$ cat config.mk
export PLATFORM = sky130hd
export DESIGN_NAME = mezclador_bandas
export DESIGN_NICKNAME = d
export VERILOG_FILES = /design/src/rtl/mezclador_bandas.sv
export SDC_FILE = /design/constraint.sdc
export NUM_CORES = 2
export LEC_CHECK = 0
export CORE_ASPECT_RATIO = 0.8
export CORE_MARGIN = 4
export CORE_UTILIZATION = 35
export DETAILED_ROUTE_END_ITERATION = 10
export GPL_TIMING_DRIVEN = 0
export MAX_ROUTING_LAYER = met4
export PLACE_DENSITY_LB_ADDON = 0.1
export SLEW_MARGIN = 20
export SYNTH_ARGS = -nofsm -noshare
export SYNTH_HDL_FRONTEND = slang
export SYNTH_SLANG_ARGS = --single-unit
export TNS_END_PERCENT = 5
$ cat constraint.sdc
create_clock -name clk -period 22.1 [get_ports clk]
set_input_delay 3.315 -clock clk [delete_from_list [all_inputs] [get_ports clk]]
set_output_delay 3.315 -clock clk [all_outputs]
set_load 0.005 [all_outputs]
$ cat src/rtl/mezclador_bandas.sv
// Three-band mixer: weights low/mid/high band samples by per-band gains using one
// shared multiplier over four cycles, then clips the sum to the output word.
module mezclador_bandas #(
  parameter int size = 21,
  parameter int sign = 1,
  parameter int mag  = 5,
  parameter int pf   = 15
) (
  input  logic                   clk,
  input  logic                   rst,
  input  logic                   EN,
  input  logic signed [size-1:0] y1,
  input  logic signed [size-1:0] y2,
  input  logic signed [size-1:0] y3,
  input  logic signed [size-1:0] g1,
  input  logic signed [size-1:0] g2,
  input  logic signed [size-1:0] g3,
  output logic signed [size-1:0] y,
  output logic                   done,
  output logic                   sat,
  output logic                   ovr
);

  localparam int ACC_W = 2*size - pf + 2;
  localparam logic signed [ACC_W-1:0] MAX_V = {{(ACC_W-size+1){1'b0}}, {(size-1){1'b1}}};
  localparam logic signed [ACC_W-1:0] MIN_V = {{(ACC_W-size+1){1'b1}}, {(size-1){1'b0}}};

  if (sign + mag + pf != size) begin : g_fmt_check
    $error("mezclador_bandas: sign + mag + pf must equal size");
  end

  typedef enum logic [2:0] {IDLE, MAC1, MAC2, MAC3, SAT} state_t;

  state_t state, state_n;

  logic signed [size-1:0]   y1_p0, y2_p0, y3_p0, g1_p0, g2_p0, g3_p0;
  logic signed [ACC_W-1:0]  acc_p1;
  logic signed [size-1:0]   op_y, op_g;
  logic signed [2*size-1:0] prod;
  logic signed [ACC_W-1:0]  term;

  function automatic logic signed [size-1:0] clip(input logic signed [ACC_W-1:0] a);
    if (a > MAX_V)      return MAX_V[size-1:0];
    else if (a < MIN_V) return MIN_V[size-1:0];
    else                return a[size-1:0];
  endfunction

  function automatic logic clipped(input logic signed [ACC_W-1:0] a);
    return (a > MAX_V) || (a < MIN_V);
  endfunction

  always_comb begin
    state_n = state;
    case (state)
      IDLE:    if (EN) state_n = MAC1;
      MAC1:    state_n = MAC2;
      MAC2:    state_n = MAC3;
      MAC3:    state_n = SAT;
      SAT:     state_n = IDLE;
      default: state_n = IDLE;
    endcase
  end

  // Operand select for the shared multiplier; the product is floored to the gain scale.
  always_comb begin
    op_y = '0;
    op_g = '0;
    case (state)
      MAC1: begin op_y = y1_p0; op_g = g1_p0; end
      MAC2: begin op_y = y2_p0; op_g = g2_p0; end
      MAC3: begin op_y = y3_p0; op_g = g3_p0; end
      default: ;
    endcase
  end

  assign prod = (2*size)'(op_y) * (2*size)'(op_g);
  assign term = ACC_W'(prod >>> pf);

  always_ff @(posedge clk or posedge rst) begin
    if (rst) begin
      state <= IDLE;
    end else begin
      state <= state_n;
    end
  end

  // Stage p0: capture band samples and gains on the strobe.
  always_ff @(posedge clk or posedge rst) begin
    if (rst) begin
      y1_p0 <= '0; y2_p0 <= '0; y3_p0 <= '0;
      g1_p0 <= '0; g2_p0 <= '0; g3_p0 <= '0;
    end else if (state == IDLE && EN) begin
      y1_p0 <= y1; y2_p0 <= y2; y3_p0 <= y3;
      g1_p0 <= g1; g2_p0 <= g2; g3_p0 <= g3;
    end
  end

  // Stage p1: accumulate one band product per MAC state.
  always_ff @(posedge clk or posedge rst) begin
    if (rst) begin
      acc_p1 <= '0;
    end else if (state == IDLE && EN) begin
      acc_p1 <= '0;
    end else if (state == MAC1 || state == MAC2 || state == MAC3) begin
      acc_p1 <= acc_p1 + term;
    end
  end

  // Output stage: clip, publish and flag; strobes during a sample latch the overrun.
  always_ff @(posedge clk or posedge rst) begin
    if (rst) begin
      y    <= '0;
      done <= 1'b0;
      sat  <= 1'b0;
      ovr  <= 1'b0;
    end else begin
      done <= (state == SAT);
      sat  <= (state == SAT) && clipped(acc_p1);
      if (state == SAT) y <= clip(acc_p1);
      if (EN && state != IDLE) ovr <= 1'b1;
    end
  end

endmodule

==> impl_metrics.tcl <==
set metrics [dict create \
    muxShareOfSynthArea_pct 7.70 \
    timing.fmax_mhz 71.3 \
    syn_nets 3342 \
    final_area_sq_um 28300 \
    dr_total_vias 18500 \
    start_util_pct 35.3 \
    worstPathArrival_ns 14.40 \
    fill_cells 7101 \
    place_area_sq_um 27700 \
    yosysTopAreaCell "fa_1" \
    clock_path_buffers 2 \
    clk_pin_slew_ns 0.08 \
    layout_common_cells "inv_1, fa_1, nand2_1, nor2_1, dfrtp_1" \
    clk-insertion-delay-late_ns 0.46 \
    critPathTopFamily "adder cells" \
    final_layout_size_suffix_gt1_share_pct 8.10 \
    gp_congestion 1.01 \
    use_met1_pct 34.1 \
    core.rowCount 87 \
    worst_pin_slew_ns 1.23 \
    die_w_um 306 \
    dp.cells 3706 \
    min_to "y3_p0[7]" \
    drcViolationCount 0 \
    rr_startpoint "state[0]" \
    status "finished, final reports clean" \
    relSlewSlack_pct 17.8 \
    crit_top_cell "fa_1" \
    async_flop_share_pct 100 \
    cts_buffers 17 \
    grt_busiest_layer "met2" \
    tns_ns 0 \
    startpoint_type "flip-flop" \
    grtUsageTotal_pct 23.9 \
    post_cts_resized 0 \
    fin_worst_skew_ns 0.0174 \
    crit_fanout 10 \
    hold_violations 0 \
    synth.area.top_cells "fa_1, dfrtp_1, inv_1" \
    syn_inst 2618 \
    critPathBufInv 10 \
    antenna_found_initial 1 \
    drt_first_pass_iters 7 \
    syn_to_final_growth_pct 13.6 \
    synth-simple-area-share_pct 11.4 \
    cpPeakStageDelay_ns 0.86 \
    layout_commonest_cell "inv_1" \
    worstHoldStart "y3_p0[7]" \
    dieArea_sq_um 75500 \
    synth_compound_gate_area_share_pct 6.89 \
    gr-usage-met2_pct 35.7 \
    routedWlPerCell_um 22.6 \
    coreArea_sq_um 70500 \
    slew_violations 0 \
    yosysUniqueCellTypes 61 \
    yosys_warnings 0 \
    cap_violations 0 \
    grt_start_max_net_pins 79 \
    path_class "reg2reg" \
    viasPerCell 4.96 \
    cp-end-kind "flip-flop" \
    worstPathRequired_ns 22.46 \
    hp-class "reg2reg" \
    worstRegToRegCells 47 \
    postCtsSetupBuffers 0 \
    rsz0062_at_grt "no" \
    met3_usage_pct 4.71 \
    fin_cells 3740 \
    nNetsFinal 3515 \
    worstHoldPathCells 1 \
    fin_crit_ns 14.03 \
    synth_area_sq_um 24900 \
    ys_seq_elements 182 \
    synth_top_area_share_pct 36.9 \
    ys_seq_area_share_pct 18.3 \
    r2r-end "acc_p1[28]" \
    synth_top_family_by_area "adder cells" \
    ys.flop_type "dfrtp_1" \
    cts_htree_levels 4 \
    synthAdderAreaFrac_pct 43.7 \
    avgSynthCellArea_sq_um 9.51 \
    synth-edff-count 0 \
    io_pins 153 \
    postRouteAntennaNets 0 \
    hpwlAfterDp_mm 71.4 \
    drt_iter0_drc 1108 \
    die_y_um 247 \
    setup_ws_ns 8.07 \
    setup_violations 0 \
    io_buffers 152 \
    postRouteWirelength_mm 84.6 \
    cts_tree "built" \
    grt-ovfl-total 0 \
    cts.sink_count 182 \
    cts_hold_buf 0 \
    grt_pass1_wl_mm 130 \
    cp_slowest_cell "a21oi_1" \
    cts-root-buf "clkbuf_16" \
    dp_slack_ns 8.30 \
    synthXorXnorAreaFrac_pct 2.07 \
    reg2reg_slack_ns 8.07 \
    grt_pass1_vias 20000 \
    timing.final.crit_share_pct 63.5 \
]
## registers in the layout, summed over array words and instances (netlist names), 21 cells and up
register,count
y1_p0,21
g1_p0,21
y,21
y2_p0,21
g2_p0,21
g3_p0,21
acc_p1,29
y3_p0,21
## kinds of logic (layout without fill, tap and decap cells)
kind of cell               after synthesis  after routing
muxes                                  171            171
AOI/OAI and AO/OA                      273            273
and+or+nand+nor                        679            679
DFF                                    182            182
xor gates and xnor gates                59             59
other                                    0              2
buffers and inverters                  659            845
adders and majority gates              595            595
## final cells by class
type	count	area, sq um	share of cell area, %
Antenna cell	2	5.00	0.0177
Buffer	114	437	1.54
Sequential cell	182	4550	16.1
Inverter	545	2050	7.25
Clock buffer	18	429	1.52
Clock inverter	14	185	0.654
Multi-Input combinational cell	1777	17900	63.2
Timing Repair Buffer	154	1580	5.57
Tap cell	934	1170	4.13
## cell usage after synthesis (all sizes together), types with 3 or more instances
cell type    n
a21o        43
o211ai       3
fa         459
clkbuf     101
o22ai        6
nor2       212
a211o        3
a31oi        3
o21bai       7
a211oi       8
xor2        15
and2        32
xnor2       44
buf         13
dfrtp      182
nand4        5
ha         136
nand3        9
nor3        12
o21a        12
or3          3
or2          7
inv        545
a22oi        8
and3         4
mux2       165
a22o         4
a21oi      118
o21ai       43
nor2b       12
nand2b      19
mux2i        6
nand2      353
## per-stage QoR
stage | hold slack [ns] | utilization, %
CTS | 0.510 | 40.1
global placement | 0.485 | 39.1
detailed placement | 0.492 | 39.2
finish | 0.507 | 40.1
floorplan | 0.468 | -
global route | 0.517 | 40.1
## routing by layer
metal	wire [um]	vias to the layer above	share of wire [%]
met5	0	-	0
met4	1670	0	2.0
met3	5890	70	7.0
met2	37200	512	44
met1	39900	9637	47
li1	-	8314	-
## how the worst max path moves through the flow
stage | depth (start not counted) | startpoint | endpoint
finish | 47 | state[0] | acc_p1[28]
global route | 47 | state[0] | acc_p1[25]
CTS | 47 | state[0] | acc_p1[28]
detailed placement | 45 | state[1] | acc_p1[28]
global placement | 47 | state[0] | acc_p1[28]
floorplan | 47 | state[1] | acc_p1[28]
## worst register-to-register path, delay by kind of cell, from the launching register on
family	cells	cell delay [ns]
compound gates	16	4.30
xor+xnor	1	0.16
fa+ha+maj	9	4.38
buf+inv	10	2.40
flops	1	0.36
simple gates	11	2.39
Power is left out: the tool's default activity adds up to more than one toggle a clock period on the data nets, which glitch-free logic cannot reach.
